**config.mk**
```make
export PLATFORM = sky130hd
export DESIGN_NAME = mem_arbiter_line
export DESIGN_NICKNAME = d
export VERILOG_FILES = /design/src/rtl/mem_arbiter_line.sv
export SDC_FILE = /design/constraint.sdc
export NUM_CORES = 1
export LEC_CHECK = 0
export ABC_AREA = 1
export BUFFER_PORTS_ARGS = -buffer_cell sky130_fd_sc_hd__buf_2
export CORE_ASPECT_RATIO = 0.5
export CORE_MARGIN = 4
export CORE_UTILIZATION = 35
export CTS_CLUSTER_DIAMETER = 40
export DETAILED_ROUTE_END_ITERATION = 12
export GPL_ROUTABILITY_DRIVEN = 0
export PLACE_DENSITY = 0.63
export SLEW_MARGIN = 20
export SYNTH_ARGS = -nofsm -noshare
export SYNTH_HDL_FRONTEND = slang
export SYNTH_SLANG_ARGS = --single-unit
```
**constraint.sdc**
```tcl
create_clock -name clk -period 4.5 [get_ports clk]
set_input_delay 0.9 -clock clk [delete_from_list [all_inputs] [get_ports clk]]
set_output_delay 0.9 -clock clk [all_outputs]
set_load 0.01 [all_outputs]
```
**src/rtl/mem_arbiter_line.sv**
```systemverilog
// mem_arbiter_line
//   Arbitrates three memory clients onto a byte-wide RAM port with fixed
//   priority store > load > icache line fetch. Multi-byte accesses are
//   serialised little-endian; loads are assembled with sign/zero extension;
//   fetches fill a LINE_BYTES-wide line buffer.
//
// Parameters
//   LINE_BYTES : icache line size in bytes (power of two, 4..128)
//   ADDR_W     : address width
//
// Optional feature macro
//   MEM_IO_STALL_EN : when defined, a store to IO space (st_addr[17:16]==2'b11)
//                     is held off in IDLE while io_full is high, and it blocks
//                     lower-priority requests meanwhile. Undefined: io_full is
//                     ignored.
//
// Ports
//   clk, rst (async, active low), rdy (global enable, low freezes everything)
//   fetch_req/fetch_addr -> fetch_done pulse, fetch_line
//   st_req/st_addr/st_data/st_size -> st_done pulse
//   ld_req/ld_addr/ld_size/ld_signed -> ld_done pulse, ld_data
//   io_full : IO output buffer full
//   mem_din, mem_dout, mem_a, mem_wr : byte RAM port (read latency 1)
//   dbg_state : current FSM state encoding
//
// Handshake: each *_req is a level held by the client until its *_done
// pulse; the request fields are sampled only on the accepting edge, the
// done pulse lasts one enabled cycle, and the following GAP cycle never
// accepts so the client can drop its request without a second accept.
module mem_arbiter_line #(
  parameter int LINE_BYTES = 64,
  parameter int ADDR_W     = 32
) (
  input  logic                    clk,
  input  logic                    rst,
  input  logic                    rdy,
  input  logic                    fetch_req,
  input  logic [ADDR_W-1:0]       fetch_addr,
  output logic                    fetch_done,
  output logic [8*LINE_BYTES-1:0] fetch_line,
  input  logic                    st_req,
  input  logic [ADDR_W-1:0]       st_addr,
  input  logic [31:0]             st_data,
  input  logic [1:0]              st_size,
  output logic                    st_done,
  input  logic                    ld_req,
  input  logic [ADDR_W-1:0]       ld_addr,
  input  logic [1:0]              ld_size,
  input  logic                    ld_signed,
  output logic                    ld_done,
  output logic [31:0]             ld_data,
  input  logic                    io_full,
  input  logic [7:0]              mem_din,
  output logic [7:0]              mem_dout,
  output logic [ADDR_W-1:0]       mem_a,
  output logic                    mem_wr,
  output logic [2:0]              dbg_state
);

  localparam int CNT_W = $clog2(LINE_BYTES);
  localparam logic [ADDR_W-1:0] LINE_MASK = ADDR_W'(LINE_BYTES - 1);

  typedef enum logic [2:0] {
    S_IDLE  = 3'd0,
    S_STORE = 3'd1,
    S_LOAD  = 3'd2,
    S_FETCH = 3'd3,
    S_GAP   = 3'd4
  } state_t;

  state_t              state_q, state_d;
  logic [CNT_W-1:0]    cnt_q, cnt_d;     // index of the byte in flight
  logic [CNT_W-1:0]    last_q, last_d;   // index of the final byte
  logic [ADDR_W-1:0]   addr_q, addr_d;   // latched base address
  logic [31:0]         data_q, data_d;   // latched store data
  logic [1:0]          size_q, size_d;
  logic                signed_q, signed_d;
  logic [23:0]         ld_buf_q, ld_buf_d; // load bytes 0..2 already captured

  logic                    fetch_done_d, st_done_d, ld_done_d, mem_wr_d;
  logic [8*LINE_BYTES-1:0] fetch_line_d;
  logic [31:0]             ld_data_d;
  logic [7:0]              mem_dout_d;
  logic [ADDR_W-1:0]       mem_a_d;

  logic [CNT_W-1:0]  cnt_nx;
  logic [ADDR_W-1:0] addr_nx;
  logic              io_block;

  assign cnt_nx  = cnt_q + 1'b1;
  assign addr_nx = addr_q + ADDR_W'(cnt_nx);  // wraps modulo 2^ADDR_W
  assign dbg_state = state_q;

`ifdef MEM_IO_STALL_EN
  assign io_block = st_req && (st_addr[17:16] == 2'b11) && io_full;
`else
  logic unused_io_full;
  assign unused_io_full = io_full;
  assign io_block = 1'b0;
`endif

  function automatic logic [CNT_W-1:0] last_idx(input logic [1:0] size);
    case (size)
      2'd0:    return CNT_W'(0);
      2'd1:    return CNT_W'(1);
      default: return CNT_W'(3);
    endcase
  endfunction

  always_comb begin
    state_d      = state_q;
    cnt_d        = cnt_q;
    last_d       = last_q;
    addr_d       = addr_q;
    data_d       = data_q;
    size_d       = size_q;
    signed_d     = signed_q;
    ld_buf_d     = ld_buf_q;
    fetch_done_d = 1'b0;
    st_done_d    = 1'b0;
    ld_done_d    = 1'b0;
    mem_wr_d     = mem_wr;
    fetch_line_d = fetch_line;
    ld_data_d    = ld_data;
    mem_dout_d   = mem_dout;
    mem_a_d      = mem_a;

    case (state_q)
      S_IDLE: begin
        // An IO store held off by io_full still wins priority, so it
        // blocks the load and fetch paths too.
        if (st_req && !io_block) begin
          state_d    = S_STORE;
          addr_d     = st_addr;
          data_d     = st_data;
          last_d     = last_idx(st_size);
          cnt_d      = '0;
          mem_a_d    = st_addr;
          mem_dout_d = st_data[7:0];
          mem_wr_d   = 1'b1;
        end else if (!st_req && ld_req) begin
          state_d  = S_LOAD;
          addr_d   = ld_addr;
          size_d   = ld_size;
          signed_d = ld_signed;
          last_d   = last_idx(ld_size);
          cnt_d    = '0;
          mem_a_d  = ld_addr;
          mem_wr_d = 1'b0;
        end else if (!st_req && fetch_req) begin
          state_d  = S_FETCH;
          addr_d   = fetch_addr & ~LINE_MASK;
          last_d   = CNT_W'(LINE_BYTES - 1);
          cnt_d    = '0;
          mem_a_d  = fetch_addr & ~LINE_MASK;
          mem_wr_d = 1'b0;
        end
      end

      S_STORE: begin
        if (cnt_q == last_q) begin
          mem_wr_d  = 1'b0;
          st_done_d = 1'b1;
          state_d   = S_GAP;
        end else begin
          cnt_d      = cnt_nx;
          mem_a_d    = addr_nx;
          mem_dout_d = data_q[{cnt_nx[1:0], 3'b000} +: 8];
        end
      end

      S_LOAD: begin
        // mem_din holds the byte addressed on the previous edge.
        if (cnt_q == last_q) begin
          case (size_q)
            2'd0:    ld_data_d = {{24{signed_q & mem_din[7]}}, mem_din};
            2'd1:    ld_data_d = {{16{signed_q & mem_din[7]}}, mem_din, ld_buf_q[7:0]};
            default: ld_data_d = {mem_din, ld_buf_q};
          endcase
          ld_done_d = 1'b1;
          state_d   = S_GAP;
        end else begin
          case (cnt_q[1:0])
            2'd0:    ld_buf_d[7:0]   = mem_din;
            2'd1:    ld_buf_d[15:8]  = mem_din;
            default: ld_buf_d[23:16] = mem_din;
          endcase
          cnt_d   = cnt_nx;
          mem_a_d = addr_nx;
        end
      end

      S_FETCH: begin
        fetch_line_d[{cnt_q, 3'b000} +: 8] = mem_din;
        if (cnt_q == last_q) begin
          fetch_done_d = 1'b1;
          state_d      = S_GAP;
        end else begin
          cnt_d   = cnt_nx;
          mem_a_d = addr_nx;
        end
      end

      S_GAP:   state_d = S_IDLE;
      default: state_d = S_IDLE;
    endcase
  end

  always_ff @(posedge clk or negedge rst) begin
    if (!rst) begin
      state_q    <= S_IDLE;
      cnt_q      <= '0;
      last_q     <= '0;
      addr_q     <= '0;
      data_q     <= '0;
      size_q     <= '0;
      signed_q   <= 1'b0;
      ld_buf_q   <= '0;
      fetch_done <= 1'b0;
      st_done    <= 1'b0;
      ld_done    <= 1'b0;
      mem_wr     <= 1'b0;
      fetch_line <= '0;
      ld_data    <= '0;
      mem_dout   <= '0;
      mem_a      <= '0;
    end else if (rdy) begin
      state_q    <= state_d;
      cnt_q      <= cnt_d;
      last_q     <= last_d;
      addr_q     <= addr_d;
      data_q     <= data_d;
      size_q     <= size_d;
      signed_q   <= signed_d;
      ld_buf_q   <= ld_buf_d;
      fetch_done <= fetch_done_d;
      st_done    <= st_done_d;
      ld_done    <= ld_done_d;
      mem_wr     <= mem_wr_d;
      fetch_line <= fetch_line_d;
      ld_data    <= ld_data_d;
      mem_dout   <= mem_dout_d;
      mem_a      <= mem_a_d;
    end
  end

endmodule

```
[Yosys cells after proc, flatten, opt, wreduce, memory -nomap -nowiden]
Index checks and enable logic that the tools add are counted.
Word-level totals
  flip-flop bits (word level): 694
  memories: 0
  output and inout bits: 591
  memory bits (writable): 0
  bits in latches: 0
  bits of input ports: 148
  logic and storage cells: 101
  memory bits (read-only): 0
Operators by class
  shift operators: 3
  add/subtract/negate cells: 3
  multiplexer cells: 34
  multipliers: 0
  reductions and logical operators: 25
  equal/unequal tests: 14
  bitwise logic cells: 4
  order comparisons: 0
  divide/modulo/power cells: 0
Operators with widths (count)
  $bwmux W512: 1
  $shift A8 B11 Y512 const A: 1
  $shiftx A8 B11 Y512: 1
  $mux W32: 4
  $pmux W32 S2: 2
  $mux W6: 7
  $add A32 B6 Y32: 1
  $shiftx A32 B6 Y8: 1
  $reduce_and A4 Y1: 7
  $mux W8: 2
  $pmux W8 S2: 1
  $mux W3: 4
  $pmux W6 S2: 1
  $reduce_and A3 Y1: 4
  $neg A9 Y11: 1
  $eq A2 B1 Y1 const B: 4
  $logic_not A2 Y1: 4
  $mux W1: 8
  $ne A2 B2 Y1 const B: 4
  $pmux W2 S2: 2
  $add A6 B1 Y6 const B: 1
  $eq A3 B2 Y1 const B: 2
  $eq A6 B6 Y1: 1
  $pmux W3 S2: 1
  14 further kinds: 18

[Longest topological paths before layout]
Gate-level depths: netlist (run 1).
  depth in word-level cells: 6
  depth in mapped cells: 18
  gate-level depth less buffers: 16

[Worst setup path before layout (run 1)]
Ideal clock, no wire load.
  path kind: register to register
  start: register cnt_q[0]
  end: register mem_a[26]
  data required time: 4384 ps
  arrival: 2671 ps
  setup time: 116 ps
  period minus slack after synthesis: 2787 ps
  stages on the path, launching flop included: 19
  path slack: 1713 ps
  buffers on the path: 2
  cell sequence: dfrtp_1 buf_1 clkbuf_1 nand3_1 nor2_1 xor2_1 inv_1 ha_1 nand2_1 inv_1 nand3_1 nand2_1 nand2_1 inv_1 nand2_1 nand2_1 nand3_1 nand2_1 nand2_1
Between the ends
  longest elaborated chain between the ends: 4
  elaborated cells between the ends (all ways): 7
  those cells by class: add/sub (2); eq/ne (2); mux (2); reduce/logical (1)
RTL lines
  start, declared: RTL line 72  | logic [CNT_W-1:0] cnt_q, cnt_d;
  start signal, assigned: RTL line 229  | cnt_q <= cnt_d;
  $add A6 B1 Y6: RTL line 90  | assign cnt_nx = cnt_q + 1'b1;
  $add A32 B6 Y32: RTL line 91  | assign addr_nx = addr_q + ADDR_W'(cnt_nx);
  $mux W32: RTL line 161, 174, 195
  $pmux W32 S2: RTL line 128  | case (state_q)
  end signal, assigned: RTL line 243  | mem_a <= mem_a_d;
  end, declared: RTL line 55  | output logic [ADDR_W-1:0] mem_a,
Parallel ways exist; a longest one is shown, timed or not. The select of a mux whose other input is x is not followed.
A chain may end at the register's enable or synchronous reset.

[Worst setup path in the final report (run 1)]
  start: register cnt_q[0]
  end: register fetch_line[403]
Between the ends
  longest elaborated chain between the ends: 3
  elaborated cells between the ends (all ways): 4
  those cells by class: add/sub (1); shift (2); mux (1)
RTL lines
  $neg A9 Y11 (*): RTL line 194  | fetch_line_d[{cnt_q, 3'b000} +: 8] = mem_din;
  $shiftx A8 B11 Y512 or $shift A8 B11 Y512 (tied branches): RTL line 194
  $bwmux W512 (*): RTL line 194
  end signal, assigned: RTL line 240  | fetch_line <= fetch_line_d;
  end, declared: RTL line 40  | output logic [8*LINE_BYTES-1:0] fetch_line,
Mark *: on every way between the ends. The rest lies on a longest branch, timed or not.

==> results summary, run 1 <==
The run finished with clean final reports. Buffers inserted to repair hold after CTS numbered 0. After synthesis, the largest area contributor takes up 57.99% of total cell area. The met3 track utilization from global routing came out at 3.671%. The global-route track usage on met1 is 29.82%. The library cell used as clock root buffer is sky130_fd_sc_hd__clkbuf_16.

For this design the top-level I/O count stands at 739. Synthesis inferred around 700 register bits. In the synthesized netlist, mux cells make up 1.246% of the area. The share of the synthesized netlist area taken by xor and xnor gates came out at less than 1%. The count of final hold-check violations is 0. The number of resized instances in the post-cts repair step came out at 0. The HPWL after detailed placement came out at 80030 um.

Clock-pin slew was measured on the worst setup and hold paths at 0.06 ns. IR analysis of the VDD net gives a maximum drop of 0.2731 mV. The total number of nets in the final design came out at approximately 4300. By count the netlist is led by sky130_fd_sc_hd__nand2_1 (1179), sky130_fd_sc_hd__dfrtp_1 (691), sky130_fd_sc_hd__o21ai_1 (299), sky130_fd_sc_hd__o21ai_0 (293), sky130_fd_sc_hd__nand3_1 (251).

The power density over cell area is 492.4 mW/mm^2. The number of CTS-inserted buffers came out at 80. The number of maximum-capacitance violations came out at 0. The count of buffers from port buffering is 731. The number of flops mapped to enable cells by yosys is 0. The horizontal die dimension came out at approximately 420 um. The required time of the critical path came out at roughly 5.1 ns. Post-CTS timing repair inserted 0 buffers for setup. By instance count, the leading cell after synthesis is sky130_fd_sc_hd__nand2_1. The end-of-flow core utilization came out at 44.35%. The number of instances in the synthesized netlist came out at approximately 3400.

The die boundary height came out at 214.4 um. After Yosys synthesis, and, or, nand and nor cells account for 23.32% of the synthesized area. The number of clock sinks seen by CTS came out at 691. Setup repair after global routing left no endpoint under its margin. The worst endpoint data arrival time came out at 4.21 ns. For this run, the number of Yosys warnings is 0.

The kind of start point of the critical path is a flop. Of the synthesized area, sequential elements account for 57.99%. The final-report max-slew violation count is 0. The complex-gate fraction of the synthesized area is about 11%. The total global-route track usage came out at 23.77%.

Global routing consumed, on the met2 layer, between 40% and 50% of the routing resources. Summed over all failing endpoints, the final setup total negative slack is 0 ns. The maximum number of pins on one net before global-route repair is 94. In this run the most used layer during global routing was met2. Overall power consumption after layout is estimated at 18.38 mW.

Before CTS, the worst setup slack after placement is 0.8862 ns. For this run, the leading register cell type out of synthesis is sky130_fd_sc_hd__dfrtp_1. The type of destination of the critical path is a flop. The number of design rule violations left after detail routing came out at 0. The H-tree was split into 3 levels.

After detailed routing, the average wire length per cell comes to 20.57 um. The number of buffers between clock root and the deepest sink came out at 3. The fraction of the cycle the final worst path needs is between 80 and 90%. Counting every net in the synthesized netlist gives 3594. The total congestion overflow after global routing is 0. The top achievable clock speed is 274.2 MHz. The slew at the pin closest to its max-slew limit is 1.060 ns. The maximum fanout encountered on the critical timing path came out at 19.

The maximum clock skew at final layout is 0.02737 ns. The ratio of routed vias to standard cells came out at 5.083. The source-to-sink clock delay at the later pin of the worst-skew pair is ~0.67 ns. The count of vias placed by the detailed router came out at between 20000 and 30000. The synthesized-area fraction occupied by adder cells is less than 1%. For this block, the routed nets add up to about 110000 um of wire.

The overall die area came out at 0.09022 sq mm. The via count of the first global-routing pass is 25890. The detailed router finished its first iteration with 2520 violations. The count of TritonRoute iterations in the first routing pass is 6. Once the floorplan was initialized, standard cells occupied a little over a third of the core. The ratio of cells with drive above 1 in the final layout came out at 24.68%. By area the synthesized netlist is led by sky130_fd_sc_hd__dfrtp_1 (58%), sky130_fd_sc_hd__nand2_1 (15%), sky130_fd_sc_hd__o21ai_1 (5.0%). The worst pin sits at a relative slew slack of just under 30%. For this design the static power due to leakage is 19.28 nW. In this run the remaining antenna-violating nets after routing total 0. The worst hold path belongs to the class input pin to async pin.

The critical path start-end classification is flop to flop. The first global-routing pass estimated 164500 um of wire. The floorplan row count is 75. The TritonCTS clock tree is done.

The setup slack after layout is 0.8533 ns. The number of antenna violations at the first check in global routing is 2. The total setup violations reported at the end of the flow is 0.

The largest area contributor in the netlist is sky130_fd_sc_hd__dfrtp_1. The time the final worst path needs with I/O delays and setup came out at between 3 and 4 ns. The cell area after technology mapping is 0.02982 sq mm. The floorplan core area came out at 0.08417 sq mm. After synthesis, the mean cell area works out to slightly below 9 sq um. The layout overhead on the synthesized area is 25.18%. Counting flops with an async set or reset pin after synthesis yields a share of 100.0%. The number of different library cells used by synthesis comes to 44. After synthesis, the largest family of logic cells by area is simple AND/OR/NAND/NOR gates.
-- layout by cell type, fill, tap and decap left out, drive strengths merged, types with 23 or more instances in the layout --
cell	n
dfrtp	691
nor2	176
inv	199
clkbuf	96
o21ai	593
buf	782
nand2	1207
clkinv	23
mux2	33
nand3	257
-- critical path, stage by stage (launching register included) --
cell and delay, ns:
sky130_fd_sc_hd__dfrtp_1 0.38, sky130_fd_sc_hd__inv_2 0.31, sky130_fd_sc_hd__ha_1 0.25, sky130_fd_sc_hd__inv_1 0.09, sky130_fd_sc_hd__nand2_1 0.07, sky130_fd_sc_hd__nand2_1 0.07, sky130_fd_sc_hd__buf_4 0.20, sky130_fd_sc_hd__inv_2 0.31
sky130_fd_sc_hd__nand3_1 0.30, sky130_fd_sc_hd__nor2_1 0.71, sky130_fd_sc_hd__nand2_1 0.53, sky130_fd_sc_hd__o21ai_0 0.32
-- area by class of cell --
| class | count | area (sq um) |
|---|---|---|
| Antenna cell | 2 | 5.005 |
| Inverter | 184 | 690.7 |
| Clock buffer | 96 | 2172 |
| Sequential cell | 691 | 17290 |
| Fill cell | 8294 | 46850 |
| Multi-Input combinational cell | 2377 | 10980 |
| Clock inverter | 52 | 636.9 |
| Tap cell | 1116 | 1396 |
| Timing Repair Buffer | 782 | 4151 |
-- final timing paths --
| path | startpoint | endpoint | slack (ns) | depth (start not counted) |
|---|---|---|---|---|
| worst max-delay path | cnt_q[0]$_DFFE_PN0P_ | fetch_line[403]$_DFFE_PN0P_ | 0.85 | 11 |
| worst min-delay path | rst | addr_q[25]$_DFFE_PN0P_ | 0.33 | 1 |
| worst max register to register | cnt_q[0]$_DFFE_PN0P_ | fetch_line[403]$_DFFE_PN0P_ | 0.85 | 11 |
| worst min register to register | fetch_line[97]$_DFFE_PN0P_ | fetch_line[97]$_DFFE_PN0P_ | 0.47 | 2 |
| max in group asynchronous | rst | ld_buf_q[0]$_DFFE_PN0P_ | 3.12 | 3 |
| min in group clk | st_data[17] | data_q[17]$_DFFE_PN0P_ | 0.47 | 2 |
-- per-stage QoR --
stage	hold slack [ns]	instance area, sq um	instances
after floorplan	0.4479	29820	3434
after global placement	0.4509	34510	5150
after detailed placement	0.4531	34510	5150
after CTS	0.3281	37320	5298
after global routing	0.3498	37330	5299
final	0.3267	37330	5300
-- registers in the layout, indices dropped and copies added (netlist names), 2 cells and up --
register / flops
mem_a: 32
ld_data: 32
cnt_q: 6
dbg_state: 3
size_q: 2
mem_dout: 8
data_q: 32
addr_q: 32
fetch_line: 512
last_q: 3
ld_buf_q: 24
-- power breakdown --
group | switching [mW] | internal (mW)
Clock | 2.95 | 3.96
Sequential | 0.509 | 6.93
Combinational | 2.82 | 1.21
-- routing by layer --
layer	vias to the layer above	wire length (um)	share of wire (%)
li1	12570	-	-
met1	13190	43380	40
met2	924	53650	49
met3	253	5694	5.2
met4	0	6301	5.8
met5	-	0	0
-- kinds of logic (layout without fill, tap and decap cells) --
| group | Yosys count | after routing |
|---|---|---|
| AND/OR/NAND/NOR | 1674 | 1674 |
| adder cells (fa/ha/maj) | 12 | 12 |
| flip-flops | 691 | 691 |
| multiplexers | 33 | 33 |
| other | 0 | 2 |
| XOR/XNOR | 12 | 12 |
| AO/OA/AOI/OAI | 646 | 646 |
| buffers and inverters | 366 | 1114 |
No activity file was read; power rests on OpenSTA's default activity.
==> inputs of run 2 (changes only) <==
==> constraint.sdc (replaced) <==
create_clock -name clk -period 3.5 [get_ports clk]
set_input_delay 0.7 -clock clk [delete_from_list [all_inputs] [get_ports clk]]
set_output_delay 0.7 -clock clk [all_outputs]
set_load 0.01 [all_outputs]
==> run 2 against run 1 <==
Compared with the run above:
- non-clock buffer count is 43 higher
- sequential power is 28% higher
- total power is 26% higher
- cell count is 0.55% higher
- design area is 0.44% higher
- routed wire length is 0.32% higher
- clock-buffer cell count is 4 higher
- clock power is 22% higher
- register-to-register slack worse by 0.55 ns
- first-iteration DRC count is 9.7% higher
- global-route usage hardly changed
- critical path type unchanged
- critical endpoint is now fetch_line[240]$_DFFE_PN0P_
- largest cell class unchanged
==> results summary, run 2 (synthesized netlist as in run 1, its figures left out) <==
The cell area after layout is 0.03749 sq mm (+0.44%). The HPWL after detailed placement is 81840 um (+2.3%). More flip-flops sit in one register than any other, and that register is fetch_line. The die boundary height was 214.4 um (unchanged). The H-tree depth is 3 (unchanged).

The starting DRC count in detailed routing came to 2764 (+9.7%). The worst endpoint data arrival time is 3.72 ns (-0.49 ns). The ratio of routed vias to standard cells is 5.068 (-0.29%). The floorplan row count came to 75 (unchanged).

Setup repair after global routing left no endpoint under its margin. The via count of the first global-routing pass is 26170 (+1.1%). The number of antenna violations at the first check in global routing is 3 (+1).

The share of total power consumed by net switching is 33.68% (-0.49 points). The global-route wire length before repair is 164200 um (-0.14%). The maximum number of pins on one net before global-route repair came out at 81 (-14%). The total number of nets in the final design is 4313 (+0.87%).

The maximum VDD drop is 0.3174 mV (+16%). The overall die area came out at 0.09022 sq mm (unchanged). The number of top-level design ports was 739 (unchanged). The top achievable clock speed came to 312.4 MHz (+14%). The count of final hold-check violations came out at 0 (unchanged). The largest stage delay on the critical path came out at 0.65 ns (-0.06 ns). The final-report max-slew violation count is 0 (unchanged). The horizontal die dimension is 420.8 um (unchanged). The worst slew slack as a fraction of its limit came out at 40.94% (+12 points).

The library cell used as clock root buffer is sky130_fd_sc_hd__clkbuf_16. The fraction of the cycle the final worst path needs came out at 91.46% (+10 points). The floorplan core area was 0.08417 sq mm (unchanged). The accumulated negative setup slack is 0 ns (unchanged).

The post-CTS setup repair buffer count was 0 (unchanged). In the layout the commonest cells are sky130_fd_sc_hd__nand2_1 (1179), sky130_fd_sc_hd__buf_2 (730), sky130_fd_sc_hd__dfrtp_1 (691). The time the final worst path needs with I/O delays and setup is 3.201 ns (-0.4456 ns). The commonest non-fill, non-tap cell in the layout is sky130_fd_sc_hd__nand2_1. The number of clock sinks seen by CTS is 691 (unchanged). The flow ran to the end, and the final reports show no timing, DRC or antenna violations. The CTS clock-pin slew for the worst setup and hold paths came out at 0.06 ns (about the same). The slew at the pin closest to its max-slew limit is 0.8849 ns (-0.1749 ns). The effective utilization at floorplan is 35.43% (unchanged). The number of filler instances in the final layout came out at 8163 (-1.6%).

The critical path goes through inv_2 -> buf_4 -> nand3_4 -> xor2_4 -> nand2_2 -> nor2_2 -> nand2_1 -> nand2_1 -> o21ai_1. The internal power came out at 15.41 mW (+27%). The post-detailed-routing wire length came out at 109400 um (+0.32%). The count of vias placed by the detailed router came out at 27010 (+0.26%). The power spent charging and discharging nets came to 7.827 mW (+25%). The maximum fanout encountered on the critical timing path came out at 18 (-1). The number of design rule violations left after detail routing is 0 (unchanged). The post-cts hold buffer count is 0 (unchanged). The routed wire length per instance was 20.52 um (-0.23%). The share of total power in sequential cells is 41.1% (+0.6 points). The TritonCTS clock tree is done. The count of buffers from port buffering is 731 (unchanged). The count of TritonRoute iterations in the first routing pass is 6 (unchanged). The total setup violations reported at the end of the flow came to 0 (unchanged). The area growth from synthesis to layout is 25.72%. The number of CTS-inserted buffers is 74 (-7.5%).

The logic gate share of total power was 22.7% (+0.8 points). The post-placement cell area is 0.03490 sq mm (+1.1%). The number of buffers between clock root and the deepest sink came out at 3 (unchanged). The buffering stage count on the worst path with inverters included is 2 (-2). The total global-route track usage came out at 23.81% (+0.035 points). The worst setup path is of the flop to flop kind. The static leakage power is 19.41 nW (+0.64%).

The kind of start point of the critical path is a flop. The post-detailed-route count of antenna-violating nets was 0 (unchanged). The maximum clock skew at final layout is 0.02414 ns (-0.003231 ns). The slowest stage of the critical path is the sky130_fd_sc_hd__xor2_4 cell. The post-route total power is 23.24 mW (+26%). The fraction of power consumed by the clock network came out at 36.2% (-1.4 points).

The most common cell type on the critical path is sky130_fd_sc_hd__nand2_1. The number of flip-flops under the largest register name is 512 (unchanged). The number of resized instances in the post-cts repair step is 0 (unchanged). The total congestion overflow after global routing came out at 0 (unchanged). The required time of the critical path came out at 4.02 ns (-1.04 ns).

The source-to-sink clock delay at the later pin of the worst-skew pair came out at 0.66 ns (about the same). The number of maximum-capacitance violations came out at 0 (unchanged). The family with the most delay on the worst path is simple AND/OR/NAND/NOR gates. The ratio of cells with drive above 1 in the final layout was 25.04% (+0.36 points).

The type of destination of the critical path is a flop. The min-delay analysis places its worst path in the category input pin to async pin. The power density over cell area is 619.9 mW/mm^2 (+26%).
-- run 2: cell count changes in the layout (fill, tap and decap cells not counted), moves of 4 or more --
| cell | previous run | this run |
|---|---|---|
| sky130_fd_sc_hd__inv_8 | 6 | 1 |
| sky130_fd_sc_hd__clkinv_4 | 7 | 2 |
| sky130_fd_sc_hd__clkbuf_1 | 5 | 11 |
| sky130_fd_sc_hd__clkinv_2 | 10 | 4 |
| sky130_fd_sc_hd__buf_12 | 8 | 13 |
| sky130_fd_sc_hd__inv_6 | 8 | 14 |
| sky130_fd_sc_hd__clkinvlp_4 | 7 | 3 |
| sky130_fd_sc_hd__buf_4 | 43 | 81 |
-- run 2: layout make-up --
cell class / instances / area [sq um] / area share (%)
flip-flops and latches: 691 / 17290 / 46.12
clock buffers: 100 / 2133 / 5.690
diodes: 3 / 7.507 / 0.02002
repair buffers: 825 / 4537 / 12.10
well taps: 1116 / 1396 / 3.724
multi-input cells: 2377 / 10980 / 29.30
inverters: 184 / 690.7 / 1.842
clock inverters: 33 / 450.4 / 1.201
-- run 2: final timing paths --
check,from,to,slack (ns),depth (start not counted)
max in group asynchronous,rst,fetch_line[168]$_DFFE_PN0P_,2.36,3
worst min-delay path,rst,mem_a[18]$_DFFE_PN0P_,0.05,1
worst max-delay path,cnt_q[0]$_DFFE_PN0P_,fetch_line[240]$_DFFE_PN0P_,0.30,9
min in group clk,st_data[21],data_q[21]$_DFFE_PN0P_,0.29,2
worst min register to register,fetch_line[503]$_DFFE_PN0P_,fetch_line[503]$_DFFE_PN0P_,0.47,2
worst max register to register,cnt_q[0]$_DFFE_PN0P_,fetch_line[240]$_DFFE_PN0P_,0.30,9
-- run 2: per-stage QoR --
| step | utilization, % | hold WS, ns | instances | setup WS, ns |
|---|---|---|---|---|
| final | 44.54 | 0.05074 | 5329 | 0.2990 |
| after detailed placement | 41.46 | 0.4540 | 5193 | 0.2357 |
| after CTS | 44.53 | 0.06504 | 5326 | 0.3229 |
| after floorplan | - | 0.4044 | 3434 | 0.7127 |
| after global placement | 41.46 | 0.4525 | 5193 | 0.2911 |
| after global routing | 44.54 | 0.08700 | 5328 | 0.06121 |
-- run 2: layer usage --
| layer | GRT usage (%) | up-vias | share of wire [%] |
|---|---|---|---|
| met5 | 0 | - | 0 |
| met4 | 13.48 | 0 | 6.7 |
| met3 | 3.851 | 288 | 5.2 |
| met2 | 39.28 | 937 | 48 |
| met1 | 29.79 | 13190 | 40 |
| li1 | - | 12600 | - |
-- run 2: worst reg2reg max path: stages, from the launching register on --
cell and delay [ns]:
sky130_fd_sc_hd__dfrtp_1 0.45, sky130_fd_sc_hd__inv_2 0.09, sky130_fd_sc_hd__buf_4 0.25, sky130_fd_sc_hd__nand3_4 0.19, sky130_fd_sc_hd__xor2_4 0.65, sky130_fd_sc_hd__nand2_2 0.21
sky130_fd_sc_hd__nor2_2 0.43, sky130_fd_sc_hd__nand2_1 0.53, sky130_fd_sc_hd__nand2_1 0.18, sky130_fd_sc_hd__o21ai_1 0.08
-- run 2: power groups by stage --
stage / clock [mW] / sequential [mW] / combinational [mW]
finish: 8.40 / 9.56 / 5.28
global route: 8.87 / 9.68 / 5.87
CTS: 8.53 / 9.55 / 5.32
detailed placement: 0 / 9.68 / 5.30
global placement: 0 / 9.66 / 5.21
floorplan: 0 / 9.72 / 3.07
